===== config.mk =====
export PLATFORM = sky130hd
export DESIGN_NAME = bp_fe_fetch_buffer
export DESIGN_NICKNAME = d
export VERILOG_FILES = /design/src/rtl/bp_fe_fetch_buffer.sv
export SDC_FILE = /design/constraint.sdc
export NUM_CORES = 1
export LEC_CHECK = 0
export ABC_CLOCK_PERIOD_IN_PS = 19100
export CORE_UTILIZATION = 25
export CTS_CLUSTER_DIAMETER = 150
export CTS_CLUSTER_SIZE = 16
export DETAILED_ROUTE_END_ITERATION = 16
export PLACE_DENSITY = 0.46
export SKIP_LAST_GASP = 1
export SYNTH_ARGS = -nofsm -noshare
export SYNTH_HDL_FRONTEND = slang
export SYNTH_SLANG_ARGS = --single-unit

===== constraint.sdc =====
create_clock -name clk_i -period 19.1 [get_ports clk_i]
set_input_delay 3.82 -clock clk_i [delete_from_list [all_inputs] [get_ports clk_i]]
set_output_delay 3.82 -clock clk_i [all_outputs]
set_load 0.03 [all_outputs]

===== src/rtl/bp_fe_fetch_buffer.sv =====
// rtl/bp_fe_fetch_buffer.sv - multi-instruction fetch packet buffer feeding the FE queue
// Stores whole fetch packets and drains them one instruction (or exception item) per cycle.
module bp_fe_fetch_buffer
  #(parameter int els_p         = 4
  , parameter int fetch_insns_p = 2
  , parameter int instr_width_p = 32
  , parameter int vaddr_width_p = 39
  , parameter int meta_width_p  = 64
  , localparam int cnt_width_lp = $clog2(fetch_insns_p+1)
  )
  (input  logic                                   clk_i
  , input  logic                                  reset_i
  , input  logic                                  flush_i
  , input  logic                                  fetch_v_i
  , output logic                                  fetch_ready_and_o
  , input  logic [vaddr_width_p-1:0]              fetch_pc_i
  , input  logic [fetch_insns_p*instr_width_p-1:0] fetch_instr_i
  , input  logic [cnt_width_lp-1:0]               fetch_count_i
  , input  logic [1:0]                            fetch_exc_i
  , input  logic [meta_width_p-1:0]               fetch_meta_i
  , output logic                                  fe_v_o
  , input  logic                                  fe_ready_and_i
  , output logic [vaddr_width_p-1:0]              fe_pc_o
  , output logic [instr_width_p-1:0]              fe_instr_o
  , output logic [1:0]                            fe_exc_o
  , output logic [meta_width_p-1:0]               fe_meta_o
  , output logic                                  fe_last_o
  , output logic [$clog2(els_p+1)-1:0]            count_o
  );

  localparam int ptr_width_lp = $clog2(els_p);
  localparam logic [cnt_width_lp-1:0] max_count_lp = cnt_width_lp'(fetch_insns_p);

  // Pointers carry one extra wrap bit so full and empty are distinguishable
  logic [ptr_width_lp:0]   head_r, tail_r;
  logic [ptr_width_lp-1:0] head_idx, tail_idx;
  logic [cnt_width_lp-1:0] idx_r;

  logic [vaddr_width_p-1:0]                      pc_r    [els_p];
  logic [fetch_insns_p-1:0][instr_width_p-1:0]   instr_r [els_p];
  logic [cnt_width_lp-1:0]                       cnt_r   [els_p];
  logic [1:0]                                    exc_r   [els_p];
  logic [meta_width_p-1:0]                       meta_r  [els_p];

  logic full, empty, enq, store, deq, last;
  logic [1:0]              head_exc;
  logic [cnt_width_lp-1:0] head_cnt;

  assign head_idx = head_r[ptr_width_lp-1:0];
  assign tail_idx = tail_r[ptr_width_lp-1:0];
  assign empty    = (head_r == tail_r);
  assign full     = (head_idx == tail_idx) && (head_r[ptr_width_lp] != tail_r[ptr_width_lp]);

  assign fetch_ready_and_o = ~full;
  assign enq   = fetch_v_i & ~full;
  // Empty non-exception packets are acknowledged but never occupy an entry
  assign store = enq & ~flush_i & ((fetch_exc_i != 2'b00) | (fetch_count_i != '0));

  assign fe_v_o   = ~empty;
  assign deq      = fe_v_o & fe_ready_and_i;
  assign head_exc = exc_r[head_idx];
  assign head_cnt = cnt_r[head_idx];
  assign last     = (head_exc != 2'b00) | ((idx_r + cnt_width_lp'(1)) == head_cnt);
  assign count_o  = tail_r - head_r;

  always_comb begin
    fe_pc_o    = '0;
    fe_instr_o = '0;
    fe_exc_o   = '0;
    fe_meta_o  = '0;
    fe_last_o  = 1'b0;
    if (fe_v_o) begin
      fe_meta_o = meta_r[head_idx];
      fe_last_o = last;
      fe_exc_o  = head_exc;
      if (head_exc != 2'b00) begin
        fe_pc_o = pc_r[head_idx];
      end else begin
        fe_pc_o = pc_r[head_idx] + vaddr_width_p'({idx_r, 2'b00});
        for (int s = 0; s < fetch_insns_p; s++) begin
          if (idx_r == cnt_width_lp'(s)) fe_instr_o = instr_r[head_idx][s];
        end
      end
    end
  end

  always_ff @(posedge clk_i) begin
    if (reset_i | flush_i) begin
      head_r <= '0;
      tail_r <= '0;
      idx_r  <= '0;
    end else begin
      if (store) tail_r <= tail_r + 1'b1;
      if (deq) begin
        if (last) begin
          idx_r  <= '0;
          head_r <= head_r + 1'b1;
        end else begin
          idx_r <= idx_r + 1'b1;
        end
      end
    end
  end

  always_ff @(posedge clk_i) begin
    if (store) begin
      pc_r[tail_idx]    <= fetch_pc_i;
      instr_r[tail_idx] <= fetch_instr_i;
      cnt_r[tail_idx]   <= fetch_count_i;
      exc_r[tail_idx]   <= fetch_exc_i;
      meta_r[tail_idx]  <= fetch_meta_i;
    end
  end

  always_ff @(posedge clk_i) begin
    if (!reset_i && fetch_v_i) assert (fetch_count_i <= max_count_lp);
  end

endmodule


# Word level (Yosys, flattened, before mapping)
# Memory sizes are Yosys's and may differ from the RTL's. A register that Yosys moved wholly into a read port is not among the register bits.
# Index checks and enable logic that the tools add are counted.
[word_totals]
reg_bits = 8
ramBits = 684
input_bits = 176
out_inout_bits = 143
wordCells = 56
n_memories = 5
[mem_list]
columns = ["name", "words", "word_bits", "rd", "rd_ports_with_merged_regs", "wr", "line_no", "source"]
rows = [
  ["instr_r", 4, 64, 1, 1, 1, "40", "logic [fetch_insns_p-1:0][instr_width_p-1:0] instr_r [els_p];"],
  ["meta_r", 4, 64, 1, 1, 1, "43", "logic [meta_width_p-1:0] meta_r [els_p];"],
  ["pc_r", 4, 39, 1, 1, 1, "39", "logic [vaddr_width_p-1:0] pc_r [els_p];"],
  ["cnt_r", 4, 2, 1, 1, 1, "41", "logic [cnt_width_lp-1:0] cnt_r [els_p];"],
  ["exc_r", 4, 2, 1, 1, 1, "42", "logic [1:0] exc_r [els_p];"],
]
[op_classes]
n_addsub = 5
eq_ne = 5
muxes = 22
bitwise = 10
n_reduce_logical = 6
[ops]
columns = ["op", "count"]
rows = [
  ["32-bit 2-to-1 mux", 4],
  ["39-bit 2-to-1 mux", 2],
  ["64-bit 2-to-1 mux", 1],
  ["39-bit by 4-bit adder with 39-bit output", 1],
  ["2-bit 2-to-1 mux", 12],
  ["3-bit by 1-bit adder with 3-bit output (second input constant)", 2],
  ["2-bit nonzero test", 3],
  ["1-bit AND", 4],
  ["2-bit equality test", 2],
  ["3-bit equality test", 1],
  ["1-bit 2-to-1 mux", 3],
  ["1-bit NOT", 3],
  ["1-bit OR", 3],
  ["3-bit subtractor", 1],
  ["2-bit by 1-bit adder with 2-bit output (second input constant)", 1],
  ["2-bit by 1-bit equality test with 1-bit output (second input constant)", 1],
  ["2-bit zero test", 1],
  ["2-bit AND reduction", 1],
  ["1-bit logical AND", 1],
  ["1-bit != test", 1],
]

# Logic depth before layout (Yosys ltp)
[depth]
ltp_word = 8
depth_mapped = 15
ltp_nobuf = 8

# Worst setup path after synthesis
# Ideal clock, no wire load.
[synth_timing]
path_type = "input port to flip-flop"
start = "input flush_i"
end = "memory cnt_r[3][0] in the netlist's numbering, enable pin"
setup_ns = 0.553
arrival_ns = 8.496
required_time_ns = 18.547
slack_ns = 10.051
stages = 3
path_buffers = 0
cell_sequence = "nand2b_1 a311oi_1 and2_1"
[synth_via]
elab_chain_len = 5
[synth_lines]
columns = ["element", "line_no", "source"]
rows = [
  ["start, declared", "13", ", input logic flush_i"],
  ["1-bit NOT", "57", "assign store = enq & ~flush_i & ((fetch_exc_i != 2'b00) | (fetch_count_i != '0));"],
  ["1-bit AND (2 in series)", "57", ""],
  ["1-bit 2-to-1 mux", "106", "if (store) begin"],
  ["1-bit 2-to-1 mux (not written as such)", "109", "cnt_r[tail_idx] <= fetch_count_i;"],
  ["end, declared", "41", ""],
]
# No other way between the ends.

==> flow_metrics.tcl <==
set metrics [dict create \
    skew_ns 0.0178 \
    globalplace.congestion 0.726 \
    cts_made_buffers 49 \
    htreeDepth 2 \
    drt_iter0_drc 810 \
    grt_usage_pct 12.3 \
    wl_met2_um 34400 \
    antenna_left 0 \
    cts.clk_slew.worst_paths_ns 0.07 \
    holdCritPathClass "flip-flop to flip-flop" \
    drt-met1-wl_um 28900 \
    worstMarginPinSlew_ns 1.06 \
    async_flop_share_pct 0 \
    drv_slew 0 \
    ys_ff_latch 694 \
    die_w_um 332 \
    start_kind "flip-flop" \
    criticalPathCategory "flip-flop to output port" \
    overflow 0 \
    place_hpwl_um 41400 \
    viasPerCell 4.53 \
    cts_hold_buffers 0 \
    area_growth_pct 22.5 \
    drcViolationCount 0 \
    relSlewSlack_pct 28.8 \
    synth.avg_cell_area_um2 20.8 \
    num-nets-final 1814 \
    die_area_mm2 0.110 \
    grt_pass1_vias 14700 \
    endpoint_kind "output port" \
    fin_crit_sh_pct 49.0 \
    setup_tns_ns 0 \
    fill_cells 10400 \
    worstPathCellList "buf_4 > mux4_2 > ha_1 > inv_1 > fa_1 > or4_1 > or4_1 > a21oi_1 > clkdlybuf4s50_1" \
    total_power_mw 2.83 \
    max_stage_delay_ns 0.89 \
    coreArea_mm2 0.108 \
    grt_start_max_net_pins 97 \
    cts_tree "yes" \
    num_vias 13800 \
    ys_seq_area_share_pct 76.1 \
    start_util_pct 25.3 \
    ios 319 \
    setup_violations 0 \
    totalWireLength_um 68700 \
    synth_ff_type "edfxtp_1" \
    rsz0062_at_grt "no" \
    clock_latency_ns 0.62 \
    hold_viol_final 0 \
    place.port_buffers 318 \
    synth_cell_types 51 \
    routed.top_layer "met5" \
    outcome "completed" \
    p_per_area_mw_per_mm2 84.7 \
    worstPathArrival_ns 5.55 \
    cpMostUsedCell "or4_1" \
    synth_edf_count 684 \
    reg2reg_slack_ns 14.91 \
    min_period_ns 9.37 \
    drv_cap 0 \
    wl_met3_um 4130 \
    synth_warnings 0 \
    crit_slowest_cell "or4_1" \
    die_h_um 332 \
    syn_nets 1496 \
    critical_path.max_fanout 42 \
    grt_pass1_wl_um 101000 \
    fmax_ghz 0.107 \
    critPathRequiredTime_ns 15.28 \
    leakagePower_nw 9.95 \
    rows 120 \
    syn-cell-area_mm2 0.0272 \
    ir_drop_mv 0.0644 \
    cts_setup_buffers 0 \
    ctsResizeCount 0 \
    drive_above_1_share_pct 15.9 \
    clock_path_buffers 3 \
    root_buffer "clkbuf_16" \
    cts.sinks 694 \
    synthCells 1307 \
    antenna_found_initial 17 \
    wl_per_cell_um 22.6 \
    dr.pass1.iters 5 \
]
cell usage after synthesis (all sizes together) (2+ instances only):
master   count  area (um^2)
xnor2       10         87.6
buf         32          175
fa           2         40.0
nand4bb      5         56.3
nand3        9         45.0
nand4        9         56.3
and2        73          457
o31ai        7         52.6
or4         10         78.8
or2          3         18.8
nor2        55          206
a21oi       36          180
a22oi       32          240
mux4       171         3850
nor3         2         10.0
or4b         3         30.0
nor3b        2         15.0
o21ai       11         55.1
or3          6         37.5
nand2       21         78.8
clkbuf      41          154
ha          11          138
nor4         7         50.1
and4         4         35.0
o41ai       10         87.6
edfxtp     684        20500
nand4b       5         43.8
xor2         2         17.5
and3         5         31.3
dfxtp       10          200
a31oi        3         18.8
inv         13         48.8
a41o         2         20.0
flip-flops by register name, summed over array words and instances (netlist names), named ones only:
name     flops
tail_r       3
head_r       3
pc_r       156
idx_r        2
instr_r    256
cnt_r        8
exc_r        8
meta_r     256
per-stage QoR:
stage	instances	instance area, um^2	utilization (%)	setup slack, ns	hold WS, ns
global placement	2977	32100	29.8	10.21	0.473
CTS	3041	33400	31.0	9.46	0.495
detailed placement	2977	32100	29.8	10.20	0.485
finish	3043	33400	31.0	9.73	0.494
global route	3043	33400	31.0	9.34	0.536
floorplan	1307	27200	-	10.05	0.463
kinds of logic (layout without fill, tap and decap cells):
family	after synthesis	count (layout)	share of synthesized area, %
compound gates	105	105	2.53
mux	172	172	14.2
other cells	0	2	0
simple gates	224	224	4.73
buf+inv	87	418	1.40
fa+ha+maj	13	13	0.652
xor+xnor	12	12	0.386
flops	694	694	76.1
final timing paths:
kind                           from                        to  cells after the start
min reg2reg  head_r[2]$_SDFFE_PP0P_    head_r[2]$_SDFFE_PP0P_                      2
max reg2reg  head_r[1]$_SDFFE_PP0P_  instr_r[2][30]$_DFFE_PP_                      6
min          head_r[2]$_SDFFE_PP0P_    head_r[2]$_SDFFE_PP0P_                      2
max                       flip-flop               fe_pc_o[28]                      9
cell usage in the layout (no fill, tap or decap), types with 12 or more instances in the layout:
cell	count
nor2_1	54
clkbuf_16	49
mux4_2	170
clkdlybuf4s50_1	318
buf_4	21
edfxtp_1	684
a21oi_1	36
and2_1	69
nand2_1	21
inv_1	12
a22oi_1	32
critical path, delay by kind of cell, from the launching register on:
kind            cells  cell delay [ns]
compound gates      1             0.22
mux                 1             0.35
simple gates        2             1.46
fa+ha+maj           2             0.68
buf+inv             3             1.50
flops               1             0.70
routing by layer:
metal / GRT usage [%] / vias to the layer above
li1: - / 6022
met1: 15.5 / 7301
met2: 20.9 / 332
met3: 3.29 / 98
met4: 2.92 / 20
met5: 0 / -
where the power goes:
group          switching, mW  internal [mW]  total (mW)
clock network          0.505          0.468       0.973
registers            0.00491           1.69        1.70
logic                 0.0822         0.0735       0.156
total                  0.592           2.24        2.83
final cells by class:
cell class / count / area [um^2] / area share [%]
clock buffers: 60 / 1280 / 3.83
diodes: 2 / 5.00 / 0.0150
multi-input cells: 526 / 6150 / 18.4
repair buffers: 340 / 3360 / 10.1
clock inverters: 4 / 30.0 / 0.0900
well taps: 1403 / 1760 / 5.26
flip-flops and latches: 694 / 20700 / 62.2
inverters: 14 / 52.6 / 0.157
No activity file was read; power rests on OpenSTA's default activity.
